**config.mk**
```make
export PLATFORM = sky130hd
export DESIGN_NAME = video_meta_gen_flat
export DESIGN_NICKNAME = d
export VERILOG_FILES = /design/src/rtl/video_meta_if.sv /design/src/rtl/video_meta_gen.sv /design/src/flat_wrapper.sv
export SDC_FILE = /design/constraint.sdc
export NUM_CORES = 1
export LEC_CHECK = 0
export CORE_MARGIN = 4
export CORE_UTILIZATION = 34
export CTS_BUF_LIST = sky130_fd_sc_hd__clkbuf_2 sky130_fd_sc_hd__clkbuf_4 sky130_fd_sc_hd__clkbuf_8
export CTS_CLUSTER_SIZE = 10
export DETAILED_ROUTE_END_ITERATION = 8
export GPL_TIMING_DRIVEN = 0
export SLEW_MARGIN = 40
export SYNTH_ARGS = -nofsm -noshare
export SYNTH_HDL_FRONTEND = slang
export SYNTH_SLANG_ARGS = --single-unit
```
**constraint.sdc**
```tcl
create_clock -name clock -period 7.35 [get_ports clock]
set_clock_uncertainty 0.1 [all_clocks]
set_input_delay 1.47 -clock clock [delete_from_list [all_inputs] [get_ports clock]]
set_output_delay 1.47 -clock clock [all_outputs]
set_load 0.01 [all_outputs]
```
**src/rtl/video_meta_if.sv**
```systemverilog
// Raster metadata bundle: OSD/scanline configuration in, per-pixel position and flags out.
// The generator uses the master modport; the pixel/alpha stage uses the slave modport.
interface video_meta_if;
  logic       osd_enable;
  logic [9:0] osd_x;
  logic [9:0] osd_y;
  logic [5:0] osd_cols;
  logic [4:0] osd_rows;
  logic       scanline_enable;
  logic       scanline_odd;

  logic [9:0] counter_x;
  logic [9:0] counter_y;
  logic       frame_start;
  logic       isDrawAreaVGA;
  logic       isOsdBgArea;
  logic       isOsdTextArea;
  logic       isScanline;
  logic [5:0] char_col;
  logic [4:0] char_row;
  logic [2:0] glyph_x;
  logic [3:0] glyph_y;

  modport master (
    input  osd_enable, osd_x, osd_y, osd_cols, osd_rows, scanline_enable, scanline_odd,
    output counter_x, counter_y, frame_start, isDrawAreaVGA, isOsdBgArea, isOsdTextArea,
           isScanline, char_col, char_row, glyph_x, glyph_y
  );

  modport slave (
    output osd_enable, osd_x, osd_y, osd_cols, osd_rows, scanline_enable, scanline_odd,
    input  counter_x, counter_y, frame_start, isDrawAreaVGA, isOsdBgArea, isOsdTextArea,
           isScanline, char_col, char_row, glyph_x, glyph_y
  );
endinterface

```
**src/rtl/video_meta_gen.sv**
```systemverilog
// Raster position, draw/OSD/scanline flags and glyph addressing, one register stage deep.
// Define VIDEO_META_FRAME_SYNC_EN to latch the configuration only at frame boundaries.
module video_meta_gen #(
  parameter int unsigned H_TOTAL    = 800,
  parameter int unsigned V_TOTAL    = 525,
  parameter int unsigned H_ACTIVE   = 640,
  parameter int unsigned V_ACTIVE   = 480,
  parameter int unsigned OSD_BORDER = 4
) (
  input  logic         clock,
  input  logic         reset_n,
  video_meta_if.master vm
);

  logic [9:0] x_q, x_d, y_q, y_d;
  logic       load;
  logic       x_wrap, y_wrap;

  // Shadow configuration
  logic       en_q, en_d, sen_q, sen_d, sodd_q, sodd_d;
  logic [9:0] ox_q, ox_d, oy_q, oy_d;
  logic [5:0] cols_q, cols_d;
  logic [4:0] rows_q, rows_d;

  // Output stage
  logic [9:0] cx_q, cx_d, cy_q, cy_d;
  logic       fs_q, fs_d, draw_q, draw_d, bg_q, bg_d, text_q, text_d, scan_q, scan_d;
  logic [5:0] col_q, col_d;
  logic [4:0] row_q, row_d;
  logic [2:0] gx_q, gx_d;
  logic [3:0] gy_q, gy_d;

  logic [10:0] px, py, tr_x0, tr_x1, tr_y0, tr_y1, br_x0, br_x1, br_y0, br_y1;
  logic        in_tr, in_br;
  logic [8:0]  dx, dy;

`ifdef VIDEO_META_FRAME_SYNC_EN
  logic first_q;

  always_ff @(posedge clock or negedge reset_n) begin
    if (!reset_n) first_q <= 1'b1;
    else          first_q <= 1'b0;
  end

  assign load = first_q | (x_wrap & y_wrap);
`else
  assign load = 1'b1;
`endif

  always_comb begin
    x_wrap = (x_q == 10'(H_TOTAL - 1));
    y_wrap = (y_q == 10'(V_TOTAL - 1));
    x_d    = x_wrap ? 10'd0 : x_q + 10'd1;
    y_d    = y_q;
    if (x_wrap) y_d = y_wrap ? 10'd0 : y_q + 10'd1;

    en_d   = load ? vm.osd_enable      : en_q;
    ox_d   = load ? vm.osd_x           : ox_q;
    oy_d   = load ? vm.osd_y           : oy_q;
    cols_d = load ? vm.osd_cols        : cols_q;
    rows_d = load ? vm.osd_rows        : rows_q;
    sen_d  = load ? vm.scanline_enable : sen_q;
    sodd_d = load ? vm.scanline_odd    : sodd_q;
  end

  // Rectangle bounds are 11 bits so the right/bottom edges never wrap.
  always_comb begin
    px    = {1'b0, x_q};
    py    = {1'b0, y_q};
    tr_x0 = {1'b0, ox_q};
    tr_y0 = {1'b0, oy_q};
    tr_x1 = tr_x0 + {2'b00, cols_q, 3'b000};
    tr_y1 = tr_y0 + {2'b00, rows_q, 4'b0000};
    br_x0 = (ox_q < 10'(OSD_BORDER)) ? 11'd0 : tr_x0 - 11'(OSD_BORDER);
    br_y0 = (oy_q < 10'(OSD_BORDER)) ? 11'd0 : tr_y0 - 11'(OSD_BORDER);
    br_x1 = tr_x1 + 11'(OSD_BORDER);
    br_y1 = tr_y1 + 11'(OSD_BORDER);
    in_tr = (px >= tr_x0) && (px < tr_x1) && (py >= tr_y0) && (py < tr_y1);
    in_br = (px >= br_x0) && (px < br_x1) && (py >= br_y0) && (py < br_y1);
    dx    = 9'(x_q - ox_q);
    dy    = 9'(y_q - oy_q);

    cx_d   = x_q;
    cy_d   = y_q;
    fs_d   = (x_q == 10'd0) && (y_q == 10'd0);
    draw_d = (x_q < 10'(H_ACTIVE)) && (y_q < 10'(V_ACTIVE));
    bg_d   = en_q && (cols_q != 6'd0) && (rows_q != 5'd0) && in_br && draw_d;
    text_d = bg_d && in_tr;
    scan_d = sen_q && draw_d && (y_q[0] == sodd_q);
    col_d  = text_d ? dx[8:3] : 6'd0;
    gx_d   = text_d ? dx[2:0] : 3'd0;
    row_d  = text_d ? dy[8:4] : 5'd0;
    gy_d   = text_d ? dy[3:0] : 4'd0;
  end

  always_ff @(posedge clock or negedge reset_n) begin
    if (!reset_n) begin
      x_q    <= '0;
      y_q    <= '0;
      en_q   <= 1'b0;
      ox_q   <= '0;
      oy_q   <= '0;
      cols_q <= '0;
      rows_q <= '0;
      sen_q  <= 1'b0;
      sodd_q <= 1'b0;
      cx_q   <= '0;
      cy_q   <= '0;
      fs_q   <= 1'b0;
      draw_q <= 1'b0;
      bg_q   <= 1'b0;
      text_q <= 1'b0;
      scan_q <= 1'b0;
      col_q  <= '0;
      row_q  <= '0;
      gx_q   <= '0;
      gy_q   <= '0;
    end else begin
      x_q    <= x_d;
      y_q    <= y_d;
      en_q   <= en_d;
      ox_q   <= ox_d;
      oy_q   <= oy_d;
      cols_q <= cols_d;
      rows_q <= rows_d;
      sen_q  <= sen_d;
      sodd_q <= sodd_d;
      cx_q   <= cx_d;
      cy_q   <= cy_d;
      fs_q   <= fs_d;
      draw_q <= draw_d;
      bg_q   <= bg_d;
      text_q <= text_d;
      scan_q <= scan_d;
      col_q  <= col_d;
      row_q  <= row_d;
      gx_q   <= gx_d;
      gy_q   <= gy_d;
    end
  end

  assign vm.counter_x     = cx_q;
  assign vm.counter_y     = cy_q;
  assign vm.frame_start   = fs_q;
  assign vm.isDrawAreaVGA = draw_q;
  assign vm.isOsdBgArea   = bg_q;
  assign vm.isOsdTextArea = text_q;
  assign vm.isScanline    = scan_q;
  assign vm.char_col      = col_q;
  assign vm.char_row      = row_q;
  assign vm.glyph_x       = gx_q;
  assign vm.glyph_y       = gy_q;

endmodule

```
**src/flat_wrapper.sv**
```systemverilog
// flat-port wrapper written by rule: the top's interface ports become plain ports
module video_meta_gen_flat 
#(
  parameter int unsigned H_TOTAL    = 800,
  parameter int unsigned V_TOTAL    = 525,
  parameter int unsigned H_ACTIVE   = 640,
  parameter int unsigned V_ACTIVE   = 480,
  parameter int unsigned OSD_BORDER = 4
)
  (clock, reset_n, vm_osd_enable, vm_osd_x, vm_osd_y, vm_osd_cols, vm_osd_rows, vm_scanline_enable, vm_scanline_odd, vm_counter_x, vm_counter_y, vm_frame_start, vm_isDrawAreaVGA, vm_isOsdBgArea, vm_isOsdTextArea, vm_isScanline, vm_char_col, vm_char_row, vm_glyph_x, vm_glyph_y);
  video_meta_if vm_i ();
  input  logic clock;
  input  logic reset_n;
  input wire logic [$bits(vm_i.osd_enable)-1:0] vm_osd_enable;
  input wire logic [$bits(vm_i.osd_x)-1:0] vm_osd_x;
  input wire logic [$bits(vm_i.osd_y)-1:0] vm_osd_y;
  input wire logic [$bits(vm_i.osd_cols)-1:0] vm_osd_cols;
  input wire logic [$bits(vm_i.osd_rows)-1:0] vm_osd_rows;
  input wire logic [$bits(vm_i.scanline_enable)-1:0] vm_scanline_enable;
  input wire logic [$bits(vm_i.scanline_odd)-1:0] vm_scanline_odd;
  output wire logic [$bits(vm_i.counter_x)-1:0] vm_counter_x;
  output wire logic [$bits(vm_i.counter_y)-1:0] vm_counter_y;
  output wire logic [$bits(vm_i.frame_start)-1:0] vm_frame_start;
  output wire logic [$bits(vm_i.isDrawAreaVGA)-1:0] vm_isDrawAreaVGA;
  output wire logic [$bits(vm_i.isOsdBgArea)-1:0] vm_isOsdBgArea;
  output wire logic [$bits(vm_i.isOsdTextArea)-1:0] vm_isOsdTextArea;
  output wire logic [$bits(vm_i.isScanline)-1:0] vm_isScanline;
  output wire logic [$bits(vm_i.char_col)-1:0] vm_char_col;
  output wire logic [$bits(vm_i.char_row)-1:0] vm_char_row;
  output wire logic [$bits(vm_i.glyph_x)-1:0] vm_glyph_x;
  output wire logic [$bits(vm_i.glyph_y)-1:0] vm_glyph_y;
  assign vm_i.osd_enable = vm_osd_enable;
  assign vm_i.osd_x = vm_osd_x;
  assign vm_i.osd_y = vm_osd_y;
  assign vm_i.osd_cols = vm_osd_cols;
  assign vm_i.osd_rows = vm_osd_rows;
  assign vm_i.scanline_enable = vm_scanline_enable;
  assign vm_i.scanline_odd = vm_scanline_odd;
  assign vm_counter_x = vm_i.counter_x;
  assign vm_counter_y = vm_i.counter_y;
  assign vm_frame_start = vm_i.frame_start;
  assign vm_isDrawAreaVGA = vm_i.isDrawAreaVGA;
  assign vm_isOsdBgArea = vm_i.isOsdBgArea;
  assign vm_isOsdTextArea = vm_i.isOsdTextArea;
  assign vm_isScanline = vm_i.isScanline;
  assign vm_char_col = vm_i.char_col;
  assign vm_char_row = vm_i.char_row;
  assign vm_glyph_x = vm_i.glyph_x;
  assign vm_glyph_y = vm_i.glyph_y;
  video_meta_gen #(.H_TOTAL(H_TOTAL), .V_TOTAL(V_TOTAL), .H_ACTIVE(H_ACTIVE), .V_ACTIVE(V_ACTIVE), .OSD_BORDER(OSD_BORDER)) u_core (.clock(clock), .reset_n(reset_n), .vm(vm_i));
endmodule
```
## Word-level counts from Yosys, hierarchy flattened

Cells that the tools add are included.
Widths: inputs -> output; s select.

- Add/subtract/negate cells: 10
- $mul: 0
- Div/mod/pow operators: 0
- Order comparisons: 12
- Equal/unequal tests: 3
- Shift-type cells: 0
- Mux-type cells: 8
- Bitwise logic cells: 0
- Reductions and logical operators: 19

Operators by type and width:

| cell | number |
|---|---|
| $lt 10x11->1 | 4 |
| $add 10x9->11 | 2 |
| $add 11x3->11 const B | 2 |
| $ge 10x11->1 | 2 |
| $mux 11 | 2 |
| $sub 10x3->11 const B | 2 |
| $add 10x1->10 const B | 2 |
| $eq 10x10->1 const B | 2 |
| $ge 10x10->1 | 2 |
| $logic_not 10->1 | 2 |
| $lt 10x3->1 const B | 2 |
| $mux 10 | 2 |
| $sub 9x9->9 | 2 |
| $logic_and 1x1->1 | 15 |
| $lt 10x10->1 const B | 1 |
| $lt 10x9->1 const B | 1 |
| $mux 6 | 1 |
| $reduce_bool 6->1 | 1 |
| $mux 5 | 1 |
| $reduce_bool 5->1 | 1 |
| $mux 4 | 1 |
| $mux 3 | 1 |
| $eq 1x1->1 | 1 |

- Register bits after elaboration: 97
- Latch bits: 0
- RAM bits: 0
- Bits in read-only memories: 0
- Input bits: 36
- Output and inout port bits: 43
- Word-level logic and storage cells: 72
- Memories kept: 0

## Longest topological paths before layout

- Word-level depth: 10
- Depth in mapped cells: 15
- Gate-level depth less buffers: 14

## Worst setup path before layout

No wires, ideal clock.

- Path type: flip-flop to flip-flop
- Start point: reg u_core.ox_q[4]
- End point: reg u_core.gx_q[0], in the netlist u_core.vm.glyph_x[0]
- Setup time: 0.098 ns
- Data arrival time: 3.633 ns
- Required time: 7.152 ns
- Setup slack: 3.519 ns
- Cell stages (with the launch flop): 15
- Path through: dfrtp_1 > ha_1 > a211oi_1 > nor2_1 > or2_2 > nor3_1 > xnor2_1 > ha_1 > and3_1 > nand3_1 > a21oi_1 > or4b_2 > nand4b_1 > nand3b_4 > nor4bb_2

- Cells in the longest elaborated chain, start to end: 10

RTL lines:

| what | RTL line | text |
|---|---|---|
| start: declaration | video_meta_gen.sv:21 | `logic [9:0] ox_q, ox_d, oy_q, oy_d;` |
| start signal: assignment | video_meta_gen.sv:101 | `ox_q <= '0;` |
| start signal: assignment | video_meta_gen.sv:122 | `ox_q <= ox_d;` |
| $add 10x9->11 (tied with other cells) | video_meta_gen.sv:72 | `tr_x1 = tr_x0 + {2'b00, cols_q, 3'b000};` |
| $add 11x3->11 / $mux 11 (equally long branches) | video_meta_gen.sv:76, video_meta_gen.sv:74 |  |
| $lt 10x11->1 / $ge 10x11->1 (equally long branches) | video_meta_gen.sv:79 | `in_br = (px >= br_x0) && (px < br_x1) && (py >= br_y0) && (py < br_y1);` |
| $logic_and 1x1->1 (3 in series) | video_meta_gen.sv:79 |  |
| $logic_and 1x1->1 (2 in series) | video_meta_gen.sv:87 | `bg_d = en_q && (cols_q != 6'd0) && (rows_q != 5'd0) && in_br && draw_d;` |
| $logic_and 1x1->1 * | video_meta_gen.sv:88 | `text_d = bg_d && in_tr;` |
| $mux 3 * | video_meta_gen.sv:91 | `gx_d = text_d ? dx[2:0] : 3'd0;` |
| named net u_core.gx_d[0] | video_meta_gen.sv:30 | `logic [2:0] gx_q, gx_d;` |
| end signal: assignment | video_meta_gen.sv:137 | `gx_q <= gx_d;` |
| end: declaration | video_meta_gen.sv:30 |  |

Mark *: on every way through the listed nets, which the timed path passes. The rest lies on a longest branch.
A chain may end at the register's enable or synchronous reset.

## Final worst setup path

- Start point: reg u_core.ox_q[4]
- End point: reg u_core.gy_q[0], in the netlist u_core.vm.glyph_y[0]

- Cells in the longest elaborated chain, start to end: 10

RTL lines:

| what | RTL line | text |
|---|---|---|
| $add 10x9->11 (tied with other cells) | video_meta_gen.sv:72 |  |
| $add 11x3->11 / $mux 11 (equally long branches) | video_meta_gen.sv:76, video_meta_gen.sv:74 |  |
| $lt 10x11->1 / $ge 10x11->1 (equally long branches) | video_meta_gen.sv:79 |  |
| $logic_and 1x1->1 (3 in series) | video_meta_gen.sv:79 |  |
| $logic_and 1x1->1 (2 in series) | video_meta_gen.sv:87 |  |
| $logic_and 1x1->1 * | video_meta_gen.sv:88 |  |
| $mux 4 * | video_meta_gen.sv:93 | `gy_d = text_d ? dy[3:0] : 4'd0;` |
| named net u_core.gy_d[0] | video_meta_gen.sv:31 | `logic [3:0] gy_q, gy_d;` |
| end signal: assignment | video_meta_gen.sv:138 | `gy_q <= gy_d;` |
| end: declaration | video_meta_gen.sv:31 |  |

Marked as above.

==> flow_summary.yaml <==
outcome:
  status: "finished, final reports clean"
place:
  place_congestion: 0.842
  placed_area_sq_um: 7240
  hpwlAfterDp_um: 11900
  numPortBuffers: 78
power_and_ir_drop:
  peakVddDrop_mv: 0.105
  p_total_mw: 1.13
  leakagePower_nw: 3.48
  pwr_density_cell_nw_per_um2: 151
floorplan:
  die-area_sq_um: 20300
  initial_utilization_pct: 35.1
  ios: 79
  die_w_um: 142
  die_h_um: 142
  num_rows: 48
  core-area_sq_um: 17500
logic_synthesis:
  synth_cell_types: 66
  yosys_warnings: 0
  ys_seq_area_share_pct: 39.5
  yosys-top-cells-area: "dfrtp_1, ha_1, xnor2_1"
  synth_seq_cells: 97
  syn_nets: 729
  synth_edf_count: 0
  ys.flop_type: "dfrtp_1"
  synth_area_sq_um: 6150
  netlist_instances: 602
  yosysTopAreaCell: "dfrtp_1"
  synth_top_area_share_pct: 39.5
  async_reset_ff_share_pct: 100
  avgSynthCellArea_sq_um: 10.2
clock_tree:
  clock_path_buffers: 2
  hold_buffers: 0
  clkSinkCount: 97
  path_clk_slew_ps: 100
  cts_made_buffers: 9
  ctsHtreeMaxLevel: 3
  cts_root_buf: "clkbuf_8"
  clock_latency_ps: 390
  postCtsSetupRepairBufs: 0
  cts_resized: 0
  cts_tree: "built"
sta:
  worst_pin_slew_ps: 542
  period_needed_ps: 4470
  fmax_mhz: 224
  finalHoldViolCount: 0
  slew_headroom_pct: 63.5
  finalMaxSlewViolations: 0
  rsz0062_at_grt: "no"
  period_share_pct: 60.8
  setup_tns_ps: 0
  setup_violations: 0
grt:
  grt_pass1_wl_um: 25000
  grt_pass1_vias: 4886
  antenna_found_initial: 0
  gr-total-overflow: 0
  grt_start_max_net_pins: 64
  grt_usage_pct: 15.5
finish:
  drive_gt1_share_pct: 6.74
  final_common_cell: "dfrtp_1"
  diodes: 0
  final_nets: 819
  finalInstanceArea_sq_um: 7460
  most-common-layout-cells: "dfrtp_1, ha_1, clkdlybuf4s50_1"
  syn_to_final_growth_pct: 21.3
detailed_routing:
  drcViolationCount: 0
  wl_um: 15200
  wire_per_inst_um: 16.5
  final_antenna_net_count: 0
  drt-initial-drc-count: 265
  avgViaCountPerCell: 5.30
  via_count: 4885
  firstDrtPassIters: 5
setup_path:
  critPathKind: "reg -> reg"
  critPathLaunchType: "flip-flop"
  end_kind: "flip-flop"
  cpMostUsedCell: "ha_1"
  cp_data_required_time_ps: 7510
  crit_arrival_ps: 4630
  cp_slowest_cell: "or4b_2"
  critPathMaxFanout: 8
  slowest_delay_ps: 620
  critical_path.cell_chain: "ha_1 -> a211oi_1 -> nor2_1 -> or2_2 -> nor3_1 -> xnor2_1 -> ha_1 -> and3_1 -> nand3_1 -> a21oi_1 -> or4b_2 -> nand4b_1 -> nand3b_4 -> nor4bb_2"
flow_run:
  maxCapViolCount: 0
hold_path:
  hold_class: "reg -> reg"
-- critical path: cells and delay by family (launching register included) --
kind,cells,cell delay (ps)
xor+xnor,1,170
simple gates,9,2570
fa+ha+maj,2,580
flops,1,530
compound gates,2,410
-- kinds of logic after synthesis --
group	after synthesis	share of synthesized area, %
buffers and inverters	52	3.44
XOR/XNOR	49	6.98
flip-flops	97	39.5
AND/OR/NAND/NOR	197	18.2
multiplexers	2	0.326
AO/OA/AOI/OAI	114	12.6
adder cells (fa/ha/maj)	91	19.0
-- Yosys cell counts, types with 4 or more instances --
cell type,count
xor2_1,17
nor3b_1,5
a221oi_1,4
and2_1,4
inv_1,45
and3_1,8
dfrtp_1,97
nand2_1,36
nor3_1,16
xnor2_1,32
a21oi_1,20
ha_1,87
nor2b_1,4
a211oi_1,9
a21o_1,14
clkbuf_1,4
o21a_1,5
fa_1,4
nor2_2,8
nand3_1,26
nor2_1,34
o21ai_0,26
nand2b_1,10
a31oi_1,7
nand4_1,16
nor4_1,5
-- final cells by class --
class                      instances  area [sq um]
multi-input combinational        453          3510
clock inverter                     7          92.6
tap                              225           282
clock buffer                       9           124
buffer                             7          42.5
inverter                          45           169
timing repair buffer              79           810
sequential                        97          2430
fill                            1687         10100
-- path summary, 6_finish.rpt --
| kind | startpoint | to | slack, ps | cells past startpoint |
|---|---|---|---|---|
| worst min register to register | u_core.cy_d[0] | u_core.vm.counter_y[0] | 330 | 0 |
| min in group asynchronous | reset_n | u_core.cols_q[0] | 860 | 1 |
| worst min-delay path | u_core.cy_d[0] | u_core.vm.counter_y[0] | 330 | 0 |
| worst max-delay path | u_core.ox_q[4] | u_core.vm.glyph_y[0] | 2880 | 14 |
| worst max register to register | u_core.ox_q[4] | u_core.vm.glyph_y[0] | 2880 | 14 |
| max in group asynchronous | reset_n | u_core.vm.counter_y[6] | 5700 | 2 |
-- power by group --
| part | internal (mW) | leakage (nW) | switching [mW] |
|---|---|---|---|
| sequential | 0.543 | 1.25 | 0.0111 |
| clock | 0.166 | 0.109 | 0.206 |
| combinational | 0.0924 | 2.13 | 0.109 |
| total | 0.801 | 3.48 | 0.325 |
-- layer usage --
layer,track usage [%],vias up,wire [um]
met5,0,-,0
met4,4.60,0,277
met3,3.13,26,867
met2,23.7,154,6730
met1,22.2,2350,7330
li1,-,2355,-
-- through the flow --
| stage | worst slack [ps] | hold WS [ps] | utilization (%) | instances |
|---|---|---|---|---|
| floorplan | 3520 | 278 | - | 602 |
| global placement | 1300 | 295 | 41.1 | 905 |
| detailed placement | 2920 | 311 | 41.3 | 906 |
| CTS | 2890 | 335 | 42.5 | 922 |
| global route | 2650 | 350 | 42.5 | 922 |
| finish | 2880 | 325 | 42.5 | 922 |
-- flip-flops by register name, indices dropped and copies added, names as in the netlist, 3 cells and up --
signal / flops
u_core.vm.char_col: 6
u_core.vm.counter_y: 10
u_core.vm.glyph_x: 3
u_core.cy_d: 10
u_core.ox_q: 10
u_core.vm.counter_x: 10
u_core.cols_q: 6
u_core.rows_q: 5
u_core.vm.char_row: 5
u_core.vm.glyph_y: 4
u_core.cx_d: 10
u_core.oy_q: 10
(Power assumes the default switching activity.)
